===== config.mk =====
export PLATFORM = sky130hd
export DESIGN_NAME = add_seq_ctrl
export DESIGN_NICKNAME = d
export VERILOG_FILES = /design/src/rtl/add_seq_ctrl_pkg.sv /design/src/rtl/add_seq_ctrl_core32.sv /design/src/rtl/add_seq_ctrl.sv
export SDC_FILE = /design/constraint.sdc
export NUM_CORES = 1
export LEC_CHECK = 0
export CAP_MARGIN = 15
export CELL_PAD_IN_SITES_DETAIL_PLACEMENT = 0
export CELL_PAD_IN_SITES_GLOBAL_PLACEMENT = 1
export CORE_ASPECT_RATIO = 2
export CORE_MARGIN = 2
export CORE_UTILIZATION = 36
export DETAILED_ROUTE_END_ITERATION = 6
export GPL_ROUTABILITY_DRIVEN = 0
export HOLD_SLACK_MARGIN = 0.06
export PLACE_DENSITY = 0.73
export SLEW_MARGIN = 30
export SYNTH_ARGS = -nofsm -noshare
export SYNTH_HDL_FRONTEND = slang
export SYNTH_SLANG_ARGS = --single-unit
export TNS_END_PERCENT = 1

===== constraint.sdc =====
create_clock -name clk -period 6.4 [get_ports clk]
set_input_delay 1.6 -clock clk [delete_from_list [all_inputs] [get_ports clk]]
set_output_delay 1.6 -clock clk [all_outputs]
set_load 0.02 [all_outputs]

===== src/rtl/add_seq_ctrl_pkg.sv =====
// Shared types and constants for the multi-word add sequencer.
package add_seq_pkg;

  localparam int WORD_W    = 32;
  localparam int MAX_WORDS = 8;

  typedef enum logic [1:0] {
    IDLE = 2'd0,
    RUN  = 2'd1,
    DONE = 2'd2
  } state_e;

endpackage


===== src/rtl/add_seq_ctrl_core32.sv =====
// Combinational 32-bit adder shared by every beat of the sequencer.
module add_core32
  import add_seq_pkg::*;
(
  input  logic [WORD_W-1:0] a,
  input  logic [WORD_W-1:0] b,
  input  logic              cin,
  output logic [WORD_W-1:0] sum,
  output logic              cout
);

  logic [WORD_W:0] full;

  assign full = {1'b0, a} + {1'b0, b} + {{WORD_W{1'b0}}, cin};
  assign sum  = full[WORD_W-1:0];
  assign cout = full[WORD_W];

endmodule


===== src/rtl/add_seq_ctrl.sv =====
// WORDS x 32-bit add sequencer: one word per cycle through add_core32, LSW first.
// Optional subtract mode enabled by defining ADD_SEQ_SUB_EN.
module add_seq_ctrl
  import add_seq_pkg::*;
#(
  parameter int WORDS = 4
) (
  input  logic                    clk,
  input  logic                    rst_n,
  input  logic                    in_valid,
  output logic                    in_ready,
  input  logic [WORD_W*WORDS-1:0] a,
  input  logic [WORD_W*WORDS-1:0] b,
  input  logic                    cin,
`ifdef ADD_SEQ_SUB_EN
  input  logic                    sub,
`endif
  output logic                    out_valid,
  input  logic                    out_ready,
  output logic [WORD_W*WORDS-1:0] s,
  output logic                    cout,
  output logic                    busy
);

  localparam int IDX_W = $clog2(WORDS);

  typedef logic [WORDS-1:0][WORD_W-1:0] vec_t;

  state_e           state_q, state_d;
  logic [IDX_W-1:0] idx_q, idx_d;
  logic             carry_q, carry_d;
  logic             cout_q, cout_d;
  vec_t             a_q, b_q, s_q, s_d;
  logic [WORD_W-1:0] add_a, add_b, add_sum;
  logic             add_co;
  logic             accept, last, carry_init;

  assign accept = (state_q == IDLE) && in_valid;
  assign last   = (idx_q == IDX_W'(WORDS - 1));

  // Operand words are only read in RUN, so they need no reset.
`ifdef ADD_SEQ_SUB_EN
  logic sub_q;

  always_ff @(posedge clk) begin
    if (accept) begin
      a_q   <= a;
      b_q   <= b;
      sub_q <= sub;
    end
  end

  assign add_b      = sub_q ? ~b_q[idx_q] : b_q[idx_q];
  assign carry_init = sub | cin;
`else
  always_ff @(posedge clk) begin
    if (accept) begin
      a_q <= a;
      b_q <= b;
    end
  end

  assign add_b      = b_q[idx_q];
  assign carry_init = cin;
`endif

  assign add_a = a_q[idx_q];

  add_core32 u_core (
    .a    (add_a),
    .b    (add_b),
    .cin  (carry_q),
    .sum  (add_sum),
    .cout (add_co)
  );

  always_ff @(posedge clk or negedge rst_n) begin
    if (!rst_n) state_q <= IDLE;
    else        state_q <= state_d;
  end

  always_comb begin
    state_d = state_q;
    case (state_q)
      IDLE:    if (in_valid)  state_d = RUN;
      RUN:     if (last)      state_d = DONE;
      DONE:    if (out_ready) state_d = IDLE;
      default:                state_d = IDLE;
    endcase
  end

  always_comb begin
    in_ready  = (state_q == IDLE);
    out_valid = (state_q == DONE);
    busy      = (state_q == RUN) || (state_q == DONE);
  end

  always_comb begin
    idx_d   = idx_q;
    carry_d = carry_q;
    cout_d  = cout_q;
    s_d     = s_q;
    if (accept) begin
      idx_d   = '0;
      carry_d = carry_init;
    end else if (state_q == RUN) begin
      s_d[idx_q] = add_sum;
      carry_d    = add_co;
      if (last) cout_d = add_co;
      else      idx_d  = idx_q + 1'b1;
    end
  end

  always_ff @(posedge clk or negedge rst_n) begin
    if (!rst_n) begin
      idx_q   <= '0;
      carry_q <= 1'b0;
      cout_q  <= 1'b0;
      s_q     <= '0;
    end else begin
      idx_q   <= idx_d;
      carry_q <= carry_d;
      cout_q  <= cout_d;
      s_q     <= s_d;
    end
  end

  assign s    = s_q;
  assign cout = cout_q;

endmodule


# Word level (Yosys, flattened, before mapping)
# Cells that the tools add are included.
word_totals:
  regBits: 390
  in_bits: 261
  out_inout_bits: 132
op_classes:
  n_addsub: 3
  n_lt_le_gt_ge: 2
  eq_ne: 7
  mux: 16
  n_bitwise: 1
  reduce_logical: 9
op_table:
  columns: ["op", "n"]
  rows:
  - ["binary-select mux 32 bit (select 2 bit)", 2]
  - ["bitwise mux 128 bit", 1]
  - ["two-way mux 32 bit", 3]
  - ["demux 32 bit (select 2 bit)", 1]
  - ["adder 32 x 32 -> 33 bit", 1]
  - ["adder 33 x 1 -> 33 bit", 1]
  - ["two-way mux 2 bit", 6]
  - ["inequality test 2 bit, second input constant", 3]
  - ["one-hot mux 2 bit (3 select lines)", 1]
  - ["AND reduction 3 bit", 2]
  - ["== test 2 bit, second input constant", 2]
  - ["AND reduction 2 bit", 2]
  - ["less-than comparator 2 x 3 -> 1 bit, second input constant", 1]
  - ["adder 2 x 1 -> 2 bit, second input constant", 1]
  - ["== test 2 x 1 -> 1 bit, second input constant", 1]
  - ["greater-or-equal comparator 2 x 1 -> 1 bit, second input constant", 1]
  - ["logical AND 1 bit", 2]
  - ["logical NOT 2 bit", 1]
  - ["two-way mux 1 bit", 2]
  - ["inequality test 2 x 1 -> 1 bit, second input constant", 1]
  - ["nonzero test 2 bit", 1]
  - ["logical OR 1 bit", 1]
  - ["inverter 1 bit", 1]

# Longest topological paths before layout
logic_depth:
  word_depth: 6
  depth_mapped: 13

# By module
# Synthesis repeated with hierarchy kept, for this count alone.
hier_totals:
  hier_cells: 901
  hier_area_um2: 16205.5
modules_own_cells:
  columns: ["module", "n_inst", "cells_each", "area_per_inst_um2"]
  rows:
  - ["add_seq_ctrl", 1, 642, 14351.3]
  - ["add_core32", 1, 259, 1854.3]

# Worst setup path after synthesis
# Ideal clock, no wire load.
synth_path:
  path_kind: "input port to flip-flop"
  startpoint: "input port in_valid"
  endpoint: "register carry_q"
  arrival_ps: 7391
  t_required_ps: 6323
  setup_slack_ps: -1068
  cell_stages: 6
  path_buffers: 0
  path_cell_list: "nand2_1 > inv_1 > nor2_1 > and2_1 > a2bb2oi_1 > a21oi_1"
synth_via:
  elab_chain_cells: 2
synth_lines:
  columns: ["item", "line_no", "rtl"]
  rows:
  - ["start, declared", "add_seq_ctrl.sv:10", "input logic in_valid,"]
  - ["logical AND 1 bit *", "add_seq_ctrl.sv:38", "assign accept = (state_q == IDLE) && in_valid;"]
  - ["net accept", "add_seq_ctrl.sv:36", "logic accept, last, carry_init;"]
  - ["two-way mux 1 bit / nonzero test 2 bit (equally long branches)", null, null]
  - ["end signal, assigned", "add_seq_ctrl.sv:122", "carry_q <= carry_d;"]
  - ["end, declared", "add_seq_ctrl.sv:31", "logic carry_q, carry_d;"]
# Mark *: on every way through the listed nets, which the timed path passes. The rest lies on a longest branch.
# A chain may end at the register's enable or synchronous reset.

# Worst setup path after layout
layout_path:
  startpoint: "register idx_q[0]"
  endpoint: "register s_q (netlist bit s[92])"
layout_via:
  elab_chain_cells: 5
layout_lines:
  columns: ["item", "line_no", "rtl"]
  rows:
  - ["start, declared", "add_seq_ctrl.sv:30", "logic [IDX_W-1:0] idx_q, idx_d;"]
  - ["start signal, assigned", "add_seq_ctrl.sv:121", "idx_q <= idx_d;"]
  - ["binary-select mux 32 bit (select 2 bit) (tied with other cells)", "add_seq_ctrl.sv:67", "assign add_a = a_q[idx_q];"]
  - ["two-way mux 32 bit (implied by the code) (tied with other cells)", "add_seq_ctrl.sv:67", null]
  - ["adder 32 x 32 -> 33 bit / two-way mux 32 bit (equally long branches)", "add_seq_ctrl_core32.sv:14, add_seq_ctrl.sv:107", null]
  - ["adder 33 x 1 -> 33 bit / demux 32 bit (select 2 bit) (equally long branches)", "add_seq_ctrl_core32.sv:14, add_seq_ctrl.sv:107", null]
  - ["bitwise mux 128 bit *", "add_seq_ctrl.sv:107", "s_d[idx_q] = add_sum;"]
  - ["end signal, assigned", "add_seq_ctrl.sv:119", "s_q <= '0;"]
  - ["end signal, assigned", "add_seq_ctrl.sv:124", "s_q <= s_d;"]
  - ["end, declared", "add_seq_ctrl.sv:33", "vec_t a_q, b_q, s_q, s_d;"]
# Mark *: on every way between the ends. The rest lies on a longest branch, timed or not. The select of a mux whose other input is x is not followed.

==> qor.yml <==
detailed_routing:
  routed_wl_mm: 46.2
  drc: 0
  first_iter_violations: 574
  dr.pass1.iters: 5
  wl_per_cell_um: 21.9
  drt-vias-per-instance: 5.09
  num_vias: 10759
  ant_nets: 0
layout:
  nets: 1824
  syn2layout_area_growth_pct: 35.3
  seq_area_um2: 11000
  multi_input_area_um2: 5030
  drive_gt1_frac: 0.108
  fillerInstances: 3863
setup_path:
  crit_buf_inv: 2
  arrival_ps: 4620
  path_delay_family: "simple AND/OR/NAND/NOR gates"
  required_ps: 6780
  critical_path_class: "flip-flop to flip-flop"
  critPathLaunchType: "flip-flop"
  r2r_setup_slack_ps: 2160
  rr_worst_depth: 10
  endpoint_kind: "flip-flop"
  cp_max_fo: 27
  r2r-start: "idx_q[0]"
  critical_path.max_stage_delay_ps: 740
  r2r-end: "s[92]"
  cp_slowest_cell: "dfrtp_4"
  cp_cell_sequence: "buf_16 > buf_4 > mux4_2 > ha_1 > nand4_1 > or2_2 > a311oi_1 > nor3_1 > xor2_1 > o21ai_0"
power:
  power_leakage_nw: 8.30
  power_density_nw_per_um2: 574
  power_w: 0.0127
  ir_worst_vdd_uv: 268
synth:
  syn_area_um2: 16400
  postSynthAreaPerCell_um2: 14.3
  netlist_instances: 1143
  synth_xor_area_frac: 0.0138
  synth.distinct_cells: 54
  synth_edf_count: 256
  ys_seq_area_frac: 0.674
  synth.most_common_cell: "edfxtp_1"
  synthArstFlopShare: 0.344
  synth_ff_type: "edfxtp_1"
  ys_top_cells_by_area: "edfxtp_1 (47%), dfrtp_1 (20%), mux4_2 (8.8%), nand2_1 (4.3%), ha_1 (2.9%)"
  synth_commonest_cells: "edfxtp_1 (256), nand2_1 (189), dfrtp_1 (134)"
  syn_nets: 1444
  ys_warn_count: 0
  synth_top_cell_area_share: 0.469
  yosys.area.top_type: "edfxtp_1"
  synth-simple-area-share: 0.0844
  yosys.area_share.adder: 0.0315
  synthMuxAreaShare: 0.102
  synth_compound_area_frac: 0.0741
  ys_ff_latch: 390
  synth_top_family_by_area: "multiplexers"
grt:
  grt_util_met3: 0.0296
  grt_max_degree: 203
  antenna_found_initial: 4
  grt-ovfl-total: 0
  top_usage_layer: "met2"
  grt_pass1_wl_mm: 69.0
  grt_pass1_vias: 11304
  met2_usage: 0.373
  grtUsageMet1: 0.216
  grt_util_all_layers: 0.195
floorplanning:
  dieWidth_um: 155
  core_area_um2: 45000
  ios: 393
  rows: 110
  die_h_um: 306
  initial_core_util: 0.364
  die_area_um2: 47300
clock_network:
  cts_max_level: 2
  clkLatencyLatePin_ps: 530
  cts.sinks: 390
  cts-root-buf: "clkbuf_16"
  ctsResizeCount: 0
  clk_pin_slew_ps: 70
  ctsLongestPathBuffers: 3
  holdBufCountCts: 0
  cts_inserted_buffers: 36
  post-cts-setup-buffers: 0
  cts_tree: "yes"
sta:
  rsz0062_at_grt: "false"
  layout_setup_ws_ps: 2160
  hold_viol: 0
  post-route-period-util: 0.662
  post-route-min-period_ps: 4240
  setup_tns_ps: 0
  fmax_mhz: 236
  skew_ps: 14.2
  slew_headroom: 0.367
  timing.final.max_slew_violations: 0
  worst_slew_pin_slew_ps: 950
  finalSetupViolCount: 0
outcome:
  outcome: "completed"
min_path:
  holdCritStartpoint: "s[37]"
  whs_path_depth: 2
  hold_class: "flip-flop to flip-flop"
  min_to: "s[37]"
place:
  dpl.hpwl_mm: 35.1
  portBuffers: 392
  pre_cts_slack_ps: 2120
flow_run:
  drv_cap: 0
[stage by stage]
stage	instances	instance area, µm²	util	hold WS [ps]
after floorplan	1143	16400	-	503
after global placement	2043	20900	0.463	461
after detailed placement	2044	20900	0.464	466
after CTS	2108	22100	0.491	483
after global routing	2113	22200	0.492	500
final	2113	22200	0.492	479
[registers in the layout, summed over array words and instances, names as in the netlist]
signal / cells
s: 128
state_q: 2
idx_q: 2
carry_q: 1
a_q: 128
b_q: 128
cout: 1
[layout make-up]
class / instances / share of cell area
antenna: 4 / 0.000452
clock buffer: 41 / 0.0436
clock inverter: 23 / 0.0117
inverter: 19 / 0.00339
multi-input combinational: 672 / 0.227
sequential: 390 / 0.499
tap: 560 / 0.0316
timing repair buffer: 404 / 0.184
[worst min-delay path, delay by kind of cell (launching register included)]
| family | cells | cell delay [ps] |
|---|---|---|
| compound gates | 1 | 60 |
| flops | 1 | 340 |
| simple gates | 1 | 50 |
[power breakdown]
group / switching, W / internal (W)
Sequential: 0.000418 / 0.00359
Combinational: 0.00399 / 0.00248
Clock: 0.000950 / 0.00130
Total: 0.00535 / 0.00737
[placed cells by master (no fill, tap or decap), types with 5 or more instances in the layout]
| cell | count |
|---|---|
| bufinv_16 | 5 |
| mux4_2 | 64 |
| mux2_2 | 16 |
| clkdlybuf4s50_1 | 391 |
| o211ai_1 | 5 |
| o21ai_1 | 8 |
| xor2_1 | 9 |
| o21a_1 | 6 |
| and2_1 | 7 |
| nand4_1 | 16 |
| mux2i_1 | 5 |
| a21oi_1 | 50 |
| xnor2_1 | 15 |
| o311ai_0 | 8 |
| ha_1 | 38 |
| clkinv_2 | 9 |
| o21ai_0 | 89 |
| a211o_1 | 9 |
| nand3_1 | 24 |
| nor2_1 | 40 |
| inv_1 | 18 |
| nor3_1 | 23 |
| nand2_1 | 185 |
| clkbuf_16 | 38 |
| buf_4 | 9 |
| dfrtp_1 | 132 |
| edfxtp_1 | 256 |
[worst max-delay path by stage]
stage               startpoint  endpoint  depth (start not counted)
finish                idx_q[0]     s[92]                         10
global route          idx_q[0]     s[92]                         10
CTS                   idx_q[0]     s[92]                         10
detailed placement    idx_q[0]     s[92]                         10
global placement      idx_q[1]     s[93]                         10
floorplan             in_valid   carry_q                          5
[routing by layer]
layer | vias up | routed length (µm) | share of wire
li1 | 5034 | - | -
met4 | 0 | 1270 | 0.028
met3 | 64 | 2180 | 0.047
met1 | 5284 | 16800 | 0.36
met5 | - | 0 | 0
met2 | 377 | 25900 | 0.56
[kinds of logic after synthesis]
logic type,count (synthesis)
compound gates,205
buf+inv,81
flops,390
fa+ha+maj,40
simple gates,317
xor+xnor,25
mux,85
No activity file was read; power rests on OpenSTA's default activity.
